`src/rtl/song_beat_sequencer.sv`:
```
// Beat sequencer for the note-highway display: paces song-register shifts at a fixed
// tempo, hands each new frame to the drawer and waits for its done handshake.
module song_beat_sequencer #(
    parameter int unsigned BEAT_CYCLES = 50_000_000,
    parameter int unsigned SONG_LEN    = 5,
    parameter int unsigned CNT_W       = 8,
    parameter int unsigned TMP_W       = 26
) (
    input  logic             clock,
    input  logic             reset,
    input  logic             start,
    input  logic             draw_done,
    input  logic             pause,
    input  logic             loop_en,
    output logic             shift_song,
    output logic             beat_tick,
    output logic             song_done,
    output logic             busy,
    output logic             beat_overrun,
    output logic [CNT_W-1:0] song_counter
);

    typedef enum logic [2:0] {
        IDLE,
        START,
        WAIT_BEAT,
        SHIFT,
        DRAW,
        WAIT_DRAW,
        DONE
    } state_t;

    localparam logic [TMP_W-1:0] TEMPO_LAST = TMP_W'(BEAT_CYCLES - 1);
    localparam logic [CNT_W-1:0] LAST_BEAT  = CNT_W'(SONG_LEN);

    state_t           state;
    state_t           stateNext;
    logic [TMP_W-1:0] tempoCount;
    logic             beatPending;
    logic             tempoRun;
    logic             tempoWrap;

    // The tempo keeps running through shift/draw so the beat period never stretches.
    always_comb begin
        tempoRun  = 1'b0;
        tempoWrap = 1'b0;
        if ((state == WAIT_BEAT || state == SHIFT || state == DRAW || state == WAIT_DRAW)
            && !pause) begin
            tempoRun  = 1'b1;
            tempoWrap = (tempoCount == TEMPO_LAST);
        end
    end

    always_ff @(posedge clock) begin
        if (reset) begin
            state <= IDLE;
        end else begin
            state <= stateNext;
        end
    end

    always_comb begin
        stateNext  = state;
        shift_song = 1'b0;
        beat_tick  = 1'b0;
        song_done  = 1'b0;
        busy       = 1'b1;
        unique case (state)
            IDLE: begin
                busy = 1'b0;
                if (start) begin
                    stateNext = START;
                end
            end
            START: begin
                stateNext = WAIT_BEAT;
            end
            WAIT_BEAT: begin
                if (beatPending && !pause) begin
                    stateNext = SHIFT;
                end
            end
            SHIFT: begin
                shift_song = 1'b1;
                stateNext  = DRAW;
            end
            DRAW: begin
                beat_tick = 1'b1;
                stateNext = WAIT_DRAW;
            end
            WAIT_DRAW: begin
                if (draw_done) begin
                    if (song_counter == LAST_BEAT) begin
                        stateNext = loop_en ? START : DONE;
                    end else begin
                        stateNext = WAIT_BEAT;
                    end
                end
            end
            DONE: begin
                song_done = 1'b1;
                stateNext = IDLE;
            end
            default: begin
                stateNext = IDLE;
            end
        endcase
    end

    always_ff @(posedge clock) begin
        if (reset) begin
            tempoCount   <= '0;
            beatPending  <= 1'b0;
            beat_overrun <= 1'b0;
            song_counter <= '0;
        end else if (state == START) begin
            tempoCount   <= '0;
            beatPending  <= 1'b0;
            beat_overrun <= 1'b0;
            song_counter <= '0;
        end else begin
            if (tempoRun) begin
                tempoCount <= tempoWrap ? '0 : tempoCount + TMP_W'(1);
            end
            // A wrap coinciding with SHIFT's consume re-arms the beat rather than losing it.
            if (tempoWrap) begin
                beatPending <= 1'b1;
            end else if (state == SHIFT) begin
                beatPending <= 1'b0;
            end
            if (tempoWrap && beatPending && state != SHIFT) begin
                beat_overrun <= 1'b1;
            end
            if (state == DRAW) begin
                song_counter <= song_counter + CNT_W'(1);
            end
        end
    end

endmodule
```
`config.mk`:
```
export PLATFORM = sky130hd
export DESIGN_NAME = song_beat_sequencer
export DESIGN_NICKNAME = d
export VERILOG_FILES = /design/src/rtl/song_beat_sequencer.sv
export SDC_FILE = /design/constraint.sdc
export NUM_CORES = 1
export LEC_CHECK = 0
export BUFFER_PORTS_ARGS = -buffer_cell sky130_fd_sc_hd__buf_2
export CAP_MARGIN = 20
export CORE_ASPECT_RATIO = 0.7
export CORE_MARGIN = 2
export CORE_UTILIZATION = 63
export CTS_CLUSTER_SIZE = 40
export DETAILED_ROUTE_END_ITERATION = 8
export PLACE_DENSITY = 0.91
export REMOVE_ABC_BUFFERS = 1
export SETUP_SLACK_MARGIN = 0.02
export SLEW_MARGIN = 20
export SYNTH_ARGS = -nofsm -noshare
export SYNTH_HDL_FRONTEND = slang
export SYNTH_SLANG_ARGS = --single-unit
```
`constraint.sdc`:
```
create_clock -name clock -period 4.1 [get_ports clock]
set_input_delay 0.205 -clock clock [delete_from_list [all_inputs] [get_ports clock]]
set_output_delay 0.205 -clock clock [all_outputs]
set_load 0.01 [all_outputs]
```
==> flow_summary.json, run 1 <==
{
  "run_status": "finished clean",
  "async_reset_ff_share_pct": 0,
  "synth_area_mm2": 0.00206,
  "power.density_mw_per_mm2": 374,
  "clk_latency_ns": 0.31,
  "drt-total-wl_um": 4460,
  "p_seq_share_pct": 49.3,
  "port_buffers": 18,
  "wl_per_cell_um": 15.1,
  "preCtsSetupSlack_ns": 1.72,
  "die_h_um": 51.9,
  "p_total_uw": 848,
  "cp-start-kind": "flop",
  "ir_drop_mv": 0.223,
  "p_switching_uw": 250,
  "fin_crit_sh_pct": 59.4,
  "instances_no_fill": 296,
  "area_delta_synth_final_pct": 10.0,
  "worst_slack_ns": 1.66,
  "criticalPathCategory": "reg2reg",
  "clkPwrFrac_pct": 34.9,
  "worstPathCellList": "ha_1 > nand3b_1 > or3_1 > o31ai_2 > buf_4 > a21oi_1",
  "cts_resized": 0,
  "synth_edf_count": 0,
  "ios": 19,
  "ys.flop_type": "dfxtp_1",
  "finClkSkew_ns": 0.00377,
  "hold_buffers": 0,
  "first_pass_iters": 4,
  "setup_viol": 0,
  "worst_slew_pin_slew_ns": 0.667,
  "yosysSeqAreaShare_pct": 37.9,
  "gp_congestion": 0.852,
  "cts_made_buffers": 5,
  "synthCells": 242,
  "dp.final_hpwl_um": 3190,
  "power_leakage_uw": 0.000791,
  "relSlewSlack_pct": 55.3,
  "rows": 17,
  "detail-route-antenna-nets": 0,
  "vias": 1876,
  "post-route-min-period_ns": 2.44,
  "slowest_delay_ns": 0.59,
  "cp.arrival_ns": 2.63,
  "antenna_found_initial": 0,
  "timing.fmax_mhz": 411,
  "synth_cell_type_count": 48,
  "ys_warn_count": 0,
  "drive_gt1_share_pct": 16.3,
  "design.core.area_mm2": 0.00313,
  "end_kind": "flop",
  "initial_core_util_pct": 65.9,
  "htree_levels": 2,
  "critPathRequiredTime_ns": 4.29,
  "slew_viol_final": 0,
  "grt_pass1_vias": 1711,
  "grt_max_degree": 16,
  "clk_pin_slew_ns": 0.08,
  "cts-root-buf": "clkbuf_8",
  "vias_per_cell": 6.34,
  "synthTopCellsByArea": "dfxtp_1, xor2_1, nand4_1, a21oi_1, nor2_1",
  "grt_setup_unrepaired": "no",
  "post-cts-setup-buffer-count": 0,
  "grt_overflow": 0,
  "comb_power_share_pct": 15.9,
  "setup_tns_ns": 0,
  "max-cap-violations": 0,
  "cts_tree": "yes",
  "p_int_uw": 598,
  "n_antenna_cell": 0,
  "p_sw_share_pct": 29.5,
  "die_width_um": 72.4,
  "grt_use_total_pct": 28.2,
  "grt_pass1_wl_um": 7970,
  "yosys-top-cells-count": "dfxtp_1, nor2_1, nand2_1",
  "synth_top_area_cell": "dfxtp_1",
  "drt_iter0_drc": 188,
  "drcViolationCount": 0,
  "synth_most_common_cell": "dfxtp_1",
  "dieArea_mm2": 0.00375,
  "num-fill-cells": 238,
  "cts.sinks": 39,
  "synth_top_area_share_pct": 37.9,
  "cp_max_fo": 14,
  "dp_cells": 288,
  "final_nets": 267,
  "synth_area_per_cell_um2": 8.52,
  "final-hold-violation-count": 0,
  "cts_buffer_depth": 2,
  "worst_path_max_delay_cell": "dfxtp_1",
  "min_path_type": "in2reg",
  "ys_seq_elements": 39
}
==> power groups by stage <==
stage | registers (µW) | logic (µW) | clock network (µW)
after CTS | 417 | 132 | 300
after floorplan | 420 | 93.4 | 0
after global routing | 421 | 154 | 314
after detailed placement | 425 | 130 | 0
final | 418 | 134 | 296
after global placement | 424 | 127 | 0
==> area by class of cell <==
type | instances | area, µm² | share of cell area (%)
Clock inverter | 1 | 7.51 | 0.331
Sequential cell | 39 | 781 | 34.4
Multi-Input combinational cell | 187 | 1220 | 53.8
Timing Repair Buffer | 19 | 97.6 | 4.30
Clock buffer | 7 | 96.3 | 4.25
Inverter | 5 | 18.8 | 0.828
Tap cell | 38 | 47.5 | 2.10
==> worst paths after layout <==
kind / endpoint / start / cells past startpoint / slack [ns]
max: tempoCount[24] / state[1] / 6 / 1.66
min: state[0] / reset / 2 / 0.11
max reg2reg: tempoCount[24] / state[1] / 6 / 1.66
min reg2reg: beat_overrun / beat_overrun / 2 / 0.46
==> registers in the layout (all words and copies together) (netlist names) <==
| register | cells |
|---|---|
| beat_overrun | 1 |
| beatPending | 1 |
| state | 3 |
| tempoCount | 26 |
| song_counter | 8 |
==> through the flow <==
| stage | hold slack [ns] | util, % | instance area, µm² |
|---|---|---|---|
| finish | 0.109 | 72.5 | 2270 |
| global route | 0.127 | 72.5 | 2270 |
| CTS | 0.0987 | 72.4 | 2260 |
| detailed placement | 0.428 | 69.1 | 2160 |
| global placement | 0.424 | 69.1 | 2160 |
| floorplan | 0.274 | - | 2010 |
==> placed cells by master (no fill, tap or decap), types with 5 or more instances in the layout <==
master    count
inv_1         5
o31ai_1       8
o21ai_0       9
nand4_1      14
and3_1        6
or3_1         8
clkbuf_8      7
nand2_1      19
buf_2        18
a21oi_1      17
xor2_1       12
xnor2_1       6
dfxtp_1      39
nand3_1       7
nor2_1       21
or4_1         8
==> layer usage <==
| layer | track usage [%] | vias to the layer above | part of all wire (%) |
|---|---|---|---|
| met4 | 14.8 | 0 | 2.6 |
| met1 | 39.3 | 872 | 47 |
| met5 | 0 | - | 0 |
| met2 | 40.2 | 57 | 45 |
| li1 | - | 934 | - |
| met3 | 7.17 | 13 | 6.0 |
==> logic make-up after synthesis <==
family | Yosys count | share of synthesized area, %
flops | 39 | 37.9
fa+ha+maj | 4 | 2.43
xor+xnor | 18 | 7.65
simple gates | 120 | 34.8
compound gates | 45 | 13.8
buf+inv | 16 | 3.40
==> worst max-delay path, delay by kind of cell (launching register included) <==
kind	cells	cell delay, ns
adder cells (fa/ha/maj)	1	0.26
AND/OR/NAND/NOR	2	0.52
flip-flops	1	0.59
AO/OA/AOI/OAI	2	0.63
buffers and inverters	1	0.33
Note: power is estimated with default switching activity, not from simulation.
==> run 2, diff against run 1 <==
- CORE_UTILIZATION: 63 -> 53
- PLACE_DENSITY: 0.91 -> 0.82
- clock period: 4.1 -> 2.1 ns (I/O delays scaled with it)
==> run 2 against run 1 <==
Against the previous run: final area is 5.1% higher; worst setup slack got worse by 1.6 ns; non-clock buffer count rose by 7; critical path depth down 1; routed wire length rose by 7.8%; global-route usage down 6.0 points; cell count grew 6.4%; die area is 18% higher; largest cell class unchanged; highest routed layer unchanged.
==> flow_summary.json, run 2 (synthesis gave the netlist of run 1 again) <==
{
  "run_status": "finished clean",
  "dieArea_mm2": 0.00441,
  "worstPathCellList": "ha_4 > nand3b_1 > or3_4 > or4_4 > a32o_1",
  "dp_cells": 306,
  "comb_power_share_pct": 18.0,
  "r2r_slack_ns": 0.07,
  "drive_gt1_share_pct": 19.2,
  "htree_levels": 2,
  "num-fill-cells": 309,
  "cp.arrival_ns": 2.22,
  "timing.fmax_mhz": 493,
  "die_width_um": 78.5,
  "clk_pin_slew_ns": 0.08,
  "relSlewSlack_pct": 58.6,
  "instances_no_fill": 315,
  "rows": 18,
  "setup_tns_ns": 0,
  "end_kind": "flop",
  "drt_iter0_drc": 216,
  "cts-root-buf": "clkbuf_8",
  "clk_latency_ns": 0.30,
  "worst_path_max_delay_cell": "or4_4",
  "worst_slew_pin_slew_ns": 0.618,
  "port_buffers": 18,
  "cts_buffer_depth": 2,
  "largest_reg_flops": 26,
  "grt_setup_unrepaired": "no",
  "initial_core_util_pct": 56.8,
  "multi_input_area_mm2": 0.00124,
  "worst_slack_ns": 0.0705,
  "regMostFlops": "tempoCount",
  "slowest_delay_ns": 0.56,
  "preCtsSetupSlack_ns": 0.0828,
  "gp_congestion": 0.900,
  "finClkSkew_ns": 0.00609,
  "antenna_found_initial": 0,
  "p_int_uw": 1290,
  "cp_max_fo": 4,
  "wl_per_cell_um": 15.3,
  "first_pass_iters": 5,
  "fin_crit_sh_pct": 96.6,
  "vias": 1893,
  "clkPwrFrac_pct": 37.4,
  "grt_pass1_vias": 1641,
  "die_h_um": 56.2,
  "design.core.area_mm2": 0.00363,
  "post-route-min-period_ns": 2.03,
  "cp-start-kind": "flop",
  "slew_viol_final": 0,
  "cts_made_buffers": 5,
  "final-hold-violation-count": 0,
  "ir_drop_mv": 0.397,
  "critPathRequiredTime_ns": 2.30,
  "p_sw_share_pct": 28.4,
  "p_seq_share_pct": 44.6,
  "min_path_type": "in2reg",
  "area_delta_synth_final_pct": 15.7,
  "grt_overflow": 0,
  "final_nets": 274,
  "criticalPathCategory": "reg2reg",
  "power.density_mw_per_mm2": 756,
  "final_area_mm2": 0.00238,
  "vias_per_cell": 6.01,
  "placed_cell_area_mm2": 0.00223,
  "power_leakage_uw": 0.000842,
  "layout_common_cells": "dfxtp_1, nor2_1, nand2_1, buf_2, a21oi_1",
  "detail-route-antenna-nets": 0,
  "grt_use_total_pct": 22.3,
  "layout_commonest_cell": "dfxtp_1",
  "regArea_um2": 781,
  "grt_max_degree": 23,
  "p_switching_uw": 512,
  "setup_viol": 0,
  "p_total_uw": 1800,
  "ios": 19,
  "grt_pass1_wl_um": 7820,
  "drcViolationCount": 0,
  "cts.sinks": 39,
  "cts_tree": "yes",
  "drt-total-wl_um": 4810,
  "dp.final_hpwl_um": 3200,
  "max-cap-violations": 0,
  "top_regs": "tempoCount: 26 flops, song_counter: 8 flops, state: 3 flops",
  "n_antenna_cell": 0
}
==> run 2: through the flow <==
stage                     util (%)  hold WS (ns)
after floorplan                  -         0.174
after global placement        61.6         0.329
after detailed placement      61.6         0.329
after CTS                     64.9        0.0102
after global routing          65.7        0.0303
final                         65.7        0.0212
==> run 2: final timing paths <==
kind                                    from       endpoint  depth (start not counted)
worst max-delay path                state[2]  tempoCount[1]                          5
worst min-delay path                   reset       state[0]                          2
worst max register to register      state[2]  tempoCount[1]                          5
worst min register to register  beat_overrun   beat_overrun                          2
==> run 2: repair_timing <==
item / 4_1_cts / 5_1_grt
setup endpoints to repair: 0 / 3
hold buffers: 0 / 0
buffers inserted: 0 / 1
endpoints found under the hold margin: 0 / 0
gates resized for setup: 0 / 3
==> run 2: power by group through the flow <==
stage          registers, µW  clock network, µW  logic, µW
2_1_floorplan            819                  0        182
3_5_place_dp             815                  0        311
6_report                 803                674        325
3_3_place_gp             812                  0        304
5_1_grt                  808                708        362
4_1_cts                  798                681        314
==> run 2: area by class of cell <==
type / count / share of cell area (%)
Clock buffer: 6 / 3.46
Clock inverter: 2 / 1.63
Inverter: 5 / 0.787
Multi-Input combinational cell: 187 / 51.9
Sequential cell: 39 / 32.8
Tap cell: 50 / 2.62
Timing Repair Buffer: 26 / 6.82
==> run 2: worst max-delay path, delay by kind of cell (launching register included) <==
family | cells | cell delay [ns]
DFF | 1 | 0.35
and+or+nand+nor | 3 | 1.06
AOI/OAI and AO/OA | 1 | 0.23
adders and majority gates | 1 | 0.28
==> run 2: per-layer routing <==
| layer | global-route usage (%) | wire [µm] | share of wire (%) | vias up |
|---|---|---|---|---|
| met5 | 0 | 0 | 0 | - |
| met3 | 4.38 | 264 | 5.5 | 10 |
| li1 | - | - | - | 942 |
| met1 | 32.5 | 2340 | 49 | 881 |
| met4 | 9.52 | 82 | 1.7 | 0 |
| met2 | 31.7 | 2130 | 44 | 60 |
